## src/rtl/mc_ctrl.sv

```systemverilog
// Multi-cycle MIPS control FSM (IF/ID/EX/MEM/WB) driving a shared datapath and one req/ack memory port.
// Optional performance counters cycCnt/instCnt are built when MC_CTRL_PERF_EN is defined.
module mc_ctrl #(
  parameter int TIMEOUT = 255
) (
  input  logic        clk,
  input  logic        rst,
  input  logic [31:0] ins,
  input  logic        memAck,
  input  logic        brCond,
  output logic        memReq,
  output logic        memWr,
  output logic        iorD,
  output logic        irWr,
  output logic        pcWr,
  output logic [1:0]  pcSrc,
  output logic        regWr,
  output logic [1:0]  regDst,
  output logic        memToReg,
  output logic        aluSrc,
  output logic        extOp,
  output logic [4:0]  aluOp,
  output logic        retire,
  output logic        illegal,
  output logic        busErr,
  output logic [2:0]  state
`ifdef MC_CTRL_PERF_EN
  ,
  output logic [31:0] cycCnt,
  output logic [31:0] instCnt
`endif
);

  typedef enum logic [2:0] {S_IF = 3'd0, S_ID = 3'd1, S_EX = 3'd2, S_MEM = 3'd3, S_WB = 3'd4} state_t;

  localparam logic [4:0] OP_ADD  = 5'b00000;
  localparam logic [4:0] OP_SUB  = 5'b00001;
  localparam logic [4:0] OP_SLT  = 5'b00010;
  localparam logic [4:0] OP_AND  = 5'b00011;
  localparam logic [4:0] OP_OR   = 5'b00101;
  localparam logic [4:0] OP_XOR  = 5'b00110;
  localparam logic [4:0] OP_SLTU = 5'b01001;
  localparam logic [4:0] OP_LUI  = 5'b10000;

  // Counter only ever needs to reach TIMEOUT-1.
  localparam int TLIM = (TIMEOUT > 0) ? TIMEOUT - 1 : 0;
  localparam int CW   = (TIMEOUT > 2) ? $clog2(TIMEOUT) : 1;

  state_t         st, nxt;
  logic [CW-1:0]  wcnt;
  logic           tmo;

  logic [5:0] op, fn;
  logic       known, is_r, is_j, is_jal, is_jr, is_jalr, is_br, is_imm, is_ld, is_st;
  logic [4:0] dec_alu;
  logic       dec_ext;
  logic       unused;

  logic       req, wr, iord, irwr, pcwr, regwr, m2r, alusrc, extop, ret, ill, berr;
  logic [1:0] pcsrc, regdst;
  logic [4:0] aluop;

  assign op     = ins[31:26];
  assign fn     = ins[5:0];
  assign unused = ^ins[25:6];

  always_comb begin
    known = 1'b0; is_r = 1'b0; is_j = 1'b0; is_jal = 1'b0; is_jr = 1'b0; is_jalr = 1'b0;
    is_br = 1'b0; is_imm = 1'b0; is_ld = 1'b0; is_st = 1'b0;
    dec_alu = OP_ADD; dec_ext = 1'b0;
    case (op)
      6'h00: begin
        known = 1'b1;
        case (fn)
          6'h08:        is_jr = 1'b1;
          6'h09:        is_jalr = 1'b1;
          6'h20, 6'h21: begin is_r = 1'b1; dec_alu = OP_ADD;  end
          6'h22, 6'h23: begin is_r = 1'b1; dec_alu = OP_SUB;  end
          6'h24:        begin is_r = 1'b1; dec_alu = OP_AND;  end
          6'h25:        begin is_r = 1'b1; dec_alu = OP_OR;   end
          6'h26:        begin is_r = 1'b1; dec_alu = OP_XOR;  end
          6'h2A:        begin is_r = 1'b1; dec_alu = OP_SLT;  end
          6'h2B:        begin is_r = 1'b1; dec_alu = OP_SLTU; end
          default:      known = 1'b0;
        endcase
      end
      6'h02: begin known = 1'b1; is_j = 1'b1; end
      6'h03: begin known = 1'b1; is_jal = 1'b1; end
      6'h01, 6'h04, 6'h05, 6'h06, 6'h07: begin
        known = 1'b1; is_br = 1'b1;
        dec_alu = (op == 6'h04 || op == 6'h05) ? OP_SUB : OP_ADD;
      end
      6'h09: begin known = 1'b1; is_imm = 1'b1; dec_alu = OP_ADD;  dec_ext = 1'b1; end
      6'h0A: begin known = 1'b1; is_imm = 1'b1; dec_alu = OP_SLT;  dec_ext = 1'b1; end
      6'h0B: begin known = 1'b1; is_imm = 1'b1; dec_alu = OP_SLTU; end
      6'h0C: begin known = 1'b1; is_imm = 1'b1; dec_alu = OP_AND;  end
      6'h0D: begin known = 1'b1; is_imm = 1'b1; dec_alu = OP_OR;   end
      6'h0E: begin known = 1'b1; is_imm = 1'b1; dec_alu = OP_XOR;  end
      6'h0F: begin known = 1'b1; is_imm = 1'b1; dec_alu = OP_LUI;  end
      6'h20, 6'h23, 6'h24: begin known = 1'b1; is_ld = 1'b1; end
      6'h28, 6'h2B:        begin known = 1'b1; is_st = 1'b1; end
      default: known = 1'b0;
    endcase
  end

  assign tmo = (TIMEOUT != 0) && (wcnt == CW'(TLIM));

  always_ff @(posedge clk or posedge rst) begin
    if (rst) st <= S_IF;
    else     st <= nxt;
  end

  // Counter restarts whenever a request completes, aborts, or is not active.
  always_ff @(posedge clk or posedge rst) begin
    if (rst)                          wcnt <= '0;
    else if (req && !memAck && !tmo)  wcnt <= wcnt + 1'b1;
    else                              wcnt <= '0;
  end

  always_comb begin
    nxt = st;
    req = 1'b0; wr = 1'b0; iord = 1'b0; irwr = 1'b0; pcwr = 1'b0; pcsrc = 2'b00;
    regwr = 1'b0; regdst = 2'b00; m2r = 1'b0; alusrc = 1'b0; extop = 1'b0;
    aluop = OP_ADD; ret = 1'b0; ill = 1'b0; berr = 1'b0;
    case (st)
      S_IF: begin
        req = 1'b1;
        if (memAck) begin
          irwr = 1'b1; pcwr = 1'b1; nxt = S_ID;
        end else if (tmo) begin
          berr = 1'b1; nxt = S_IF;
        end
      end
      S_ID: begin
        nxt = S_EX;
        if (!known) begin
          ill = 1'b1; nxt = S_IF;
        end else if (is_j || is_jal) begin
          pcwr = 1'b1; pcsrc = 2'b10; ret = 1'b1; nxt = S_IF;
          if (is_jal) begin regwr = 1'b1; regdst = 2'b10; end
        end else if (is_jr || is_jalr) begin
          pcwr = 1'b1; pcsrc = 2'b11; ret = 1'b1; nxt = S_IF;
          if (is_jalr) begin regwr = 1'b1; regdst = 2'b01; end
        end
      end
      S_EX: begin
        aluop = dec_alu;
        nxt   = S_WB;
        if (is_ld || is_st) begin
          alusrc = 1'b1; extop = 1'b1; aluop = OP_ADD; nxt = S_MEM;
        end else if (is_imm) begin
          alusrc = 1'b1; extop = dec_ext;
        end else if (is_br) begin
          pcwr = brCond; pcsrc = 2'b01; ret = 1'b1; nxt = S_IF;
        end
      end
      S_MEM: begin
        req = 1'b1; iord = 1'b1; wr = is_st;
        if (memAck) begin
          if (is_st) begin ret = 1'b1; nxt = S_IF; end
          else     nxt = S_WB;
        end else if (tmo) begin
          berr = 1'b1; nxt = S_IF;
        end
      end
      S_WB: begin
        regwr = 1'b1; ret = 1'b1; nxt = S_IF;
        regdst = is_r ? 2'b01 : 2'b00;
        m2r = is_ld;
      end
      default: nxt = S_IF;
    endcase
  end

  // Reset forces every output low immediately, independent of the clock.
  assign memReq   = req    & ~rst;
  assign memWr    = wr     & ~rst;
  assign iorD     = iord   & ~rst;
  assign irWr     = irwr   & ~rst;
  assign pcWr     = pcwr   & ~rst;
  assign pcSrc    = pcsrc  & {2{~rst}};
  assign regWr    = regwr  & ~rst;
  assign regDst   = regdst & {2{~rst}};
  assign memToReg = m2r    & ~rst;
  assign aluSrc   = alusrc & ~rst;
  assign extOp    = extop  & ~rst;
  assign aluOp    = aluop  & {5{~rst}};
  assign retire   = ret    & ~rst;
  assign illegal  = ill    & ~rst;
  assign busErr   = berr   & ~rst;
  assign state    = st     & {3{~rst}};

`ifdef MC_CTRL_PERF_EN
  always_ff @(posedge clk or posedge rst) begin
    if (rst) begin
      cycCnt  <= '0;
      instCnt <= '0;
    end else begin
      cycCnt  <= cycCnt + 32'd1;
      instCnt <= instCnt + 32'(ret);
    end
  end
`endif

endmodule

```

## config.mk

```make
export PLATFORM = sky130hd
export DESIGN_NAME = mc_ctrl
export DESIGN_NICKNAME = d
export VERILOG_FILES = /design/src/rtl/mc_ctrl.sv
export SDC_FILE = /design/constraint.sdc
export NUM_CORES = 1
export LEC_CHECK = 0
export CAP_MARGIN = 20
export CELL_PAD_IN_SITES_DETAIL_PLACEMENT = 2
export CELL_PAD_IN_SITES_GLOBAL_PLACEMENT = 2
export CORE_MARGIN = 2
export CORE_UTILIZATION = 22
export DETAILED_ROUTE_END_ITERATION = 8
export GPL_TIMING_DRIVEN = 0
export PLACE_DENSITY = 0.89
export SLEW_MARGIN = 25
export SYNTH_ARGS = -nofsm -noshare
export SYNTH_HDL_FRONTEND = slang
export SYNTH_SLANG_ARGS = --single-unit
```

## constraint.sdc

```tcl
create_clock -name clk -period 2.04 [get_ports clk]
set_input_delay 0.204 -clock clk [delete_from_list [all_inputs] [get_ports clk]]
set_output_delay 0.204 -clock clk [all_outputs]
set_load 0.02 [all_outputs]
```

==> qor.yml <==
cpPeakStageDelay_ns: 0.41
synth_edf_count: 0
cp_slowest_cell: "or3_4"
yosysWarnings: 0
pwr-share-comb_pct: 52.7
ioPinCount: 60
required_ns: 1.84
final_area_mm2: 0.00214
postCtsHoldBufs: 0
wl_um: 5970
final-max-slew-violation-count: 0
internal_power_w: 0.000622
ant_nets: 0
regToRegEndpoint: "st[1]"
row_count: 28
worstSetupStartpointType: "register"
layout_common_cells: "buf_4, nor2_1, buf_6, nor2b_1, dfrtp_1"
clock-sinks: 11
critical_path_arrival_ns: 1.96
fmax_mhz: 462
ctsHtreeMaxLevel: 1
vdd_ir_drop_max_mv: 0.365
mappedNetlistNets: 204
vias_per_cell: 5.16
tritoncts: "done"
clkLatencyLatePin_ns: 0.25
clockBufferDepth: 2
root_buffer: "clkbuf_8"
power.switching_w: 0.000441
cts_buffers: 3
grt_overflow_total: 0
antenna_found_initial: 0
rsz0062_at_grt: "true"
switching_share_pct: 41.5
worst_pin_slew_ns: 0.493
hp-class: "in -> async"
synth_area_per_cell_um2: 7.89
netlist_area_mm2: 0.00131
placed_area_mm2: 0.00179
crit_chain: "nand2b_4 > or3_4 > or3_4 > buf_6 > a21oi_2 > buf_6"
dp_hpwl_um: 3570
maxSlewHeadroom_pct: 66.9
worstSetupEndpointType: "output port"
sequentialPowerShare_pct: 25.6
crit_buf_inv: 2
fin_skew_ns: 0.00700
wl_per_cell_um: 19.8
synth_ff_type: "dfrtp_1"
via_count: 1558
fin_crit_sh_pct: 106
syn_inst: 166
port_buffers: 37
die_x_um: 81.2
reg2reg_depth: 7
power_density_mw_per_mm2: 498
holdWs_ns: 0.158
regToRegStartpoint: "st[1]"
die-area_mm2: 0.00659
async_flop_share_pct: 100
antennaDiodeCount: 0
core_area_mm2: 0.00585
clkTransAtPathRegs_ns: 0.06
die_h_um: 81.2
gp_congestion: 0.770
drv_cap: 0
timing.final.ws_setup_ns: -0.124
cp_max_fo: 4
pre_cts_slack_ns: -0.850
tns_ns: -0.345
status: "finished with violations"
grt_pass1_vias: 1636
ys_seq_elements: 11
grt_max_degree: 13
area_growth_pct: 63.1
drt_iter0_drc: 42
r2r_slack_ns: 0.50
fin_nets: 266
dr.pass1.iters: 4
remaining_drc_errors: 0
path_delay_family: "simple AND/OR/NAND/NOR gates"
hold_viol: 0
start_util_pct: 22.4
violations: "setup timing"
yosysSeqAreaShare_pct: 21.0
leakagePower_nw: 0.933
layout.cells.most_common: "buf_4"
criticalPathCategory: "reg -> out"
min_period_ns: 2.16
layout-drive-gt1-share_pct: 40.1
synth_cell_types: 55
grt.total_usage_pct: 16.7
grt_pass1_wl_um: 8630
setup_viol: 9
p_clk_share_pct: 21.7
[synth_stat cells, drive strengths merged (2+ instances only)]
| cell | n | area [um2] |
|---|---|---|
| or4b | 3 | 37.5 |
| a211o | 2 | 17.5 |
| nand2 | 10 | 37.5 |
| and3 | 2 | 12.5 |
| buf | 7 | 36.3 |
| xor2 | 6 | 52.6 |
| nand3 | 9 | 45.0 |
| clkbuf | 3 | 11.3 |
| nor3b | 6 | 45.0 |
| inv | 4 | 15.0 |
| and2 | 2 | 12.5 |
| and4 | 2 | 17.5 |
| nand3b | 2 | 27.5 |
| nor4 | 6 | 67.6 |
| nor4b | 2 | 32.5 |
| nor3 | 5 | 25.0 |
| a21o | 2 | 15.0 |
| o21ai | 7 | 35.0 |
| nand2b | 4 | 27.5 |
| xnor2 | 4 | 35.0 |
| or3 | 4 | 40.0 |
| o22ai | 2 | 12.5 |
| a21oi | 7 | 42.5 |
| nor2b | 10 | 62.6 |
| nand4 | 4 | 25.0 |
| nor2 | 21 | 78.8 |
| ha | 2 | 25.0 |
| dfrtp | 11 | 275 |
[layer usage]
| layer | vias up | wire length, um | share of wire (%) | GRT usage [%] |
|---|---|---|---|---|
| met2 | 30 | 3220 | 54 | 29.8 |
| met4 | 0 | 93 | 1.6 | 2.37 |
| met1 | 788 | 2520 | 42 | 22.2 |
| li1 | 730 | - | - | - |
| met3 | 10 | 134 | 2.2 | 1.44 |
| met5 | - | 0 | 0 | 0 |
[power groups by stage]
stage | registers [W] | clock network [W] | logic (W)
after floorplan | 0.000264 | 0 | 0.000255
after global placement | 0.000271 | 0 | 0.000397
after detailed placement | 0.000274 | 0 | 0.000408
after CTS | 0.000272 | 0.000229 | 0.000459
after global routing | 0.000276 | 0.000245 | 0.000600
final | 0.000272 | 0.000231 | 0.000560
[per-stage QoR]
stage | total power [W] | utilization (%) | cells
floorplan | 0.000520 | - | 166
CTS | 0.000960 | 33.5 | 291
global placement | 0.000668 | 30.7 | 278
detailed placement | 0.000681 | 30.7 | 278
finish | 0.00106 | 36.5 | 302
global route | 0.00112 | 36.5 | 302
[cell type report]
class                           count  area [um2]
Timing Repair Buffer               57         484
Multi-Input combinational cell    141        1140
Fill cell                         660        3710
Sequential cell                    11         277
Tap cell                           75        93.8
Inverter                            4        18.8
Buffer                             10        78.8
Clock buffer                        4        45.0
[logic make-up (layout without fill, tap and decap cells)]
logic type / count (synthesis) / in the layout / synth area share (%)
and+or+nand+nor: 97 / 97 / 48.5
AOI/OAI and AO/OA: 31 / 31 / 16.3
buffers and inverters: 14 / 75 / 4.77
DFF: 11 / 11 / 21.0
xor gates and xnor gates: 10 / 10 / 6.69
adders and majority gates: 2 / 2 / 1.91
muxes: 1 / 1 / 0.764
[how the worst max path moves through the flow]
| stage | from | to | slack, ns | depth (start not counted) |
|---|---|---|---|---|
| 4_1_cts | st[2] | regWr | -0.13 | 6 |
| 3_5_place_dp | ins[29] | extOp | -0.85 | 7 |
| 3_3_place_gp | ins[28] | regDst[0] | -0.77 | 6 |
| 2_1_floorplan | st[2] | retire | -0.01 | 4 |
| 5_1_grt | st[2] | aluOp[2] | -0.17 | 6 |
| 6_report | st[2] | aluOp[2] | -0.12 | 6 |
[state kept, by name, summed over array words and instances (netlist names)]
name	cells
wcnt	8
st	3
[worst reg2reg max path, delay by kind of cell, from the launching register on]
kind | cells | cell delay (ns)
AO/OA/AOI/OAI | 2 | 0.48
flip-flops | 1 | 0.47
AND/OR/NAND/NOR | 2 | 0.16
buffers and inverters | 3 | 0.31
[timing repair]
item	in CTS	in global routing
setup buffers	9	11
pin swaps	10	11
resized for setup	114	37
setup endpoints to repair	24	15
Note: power is estimated with default switching activity, not from simulation.
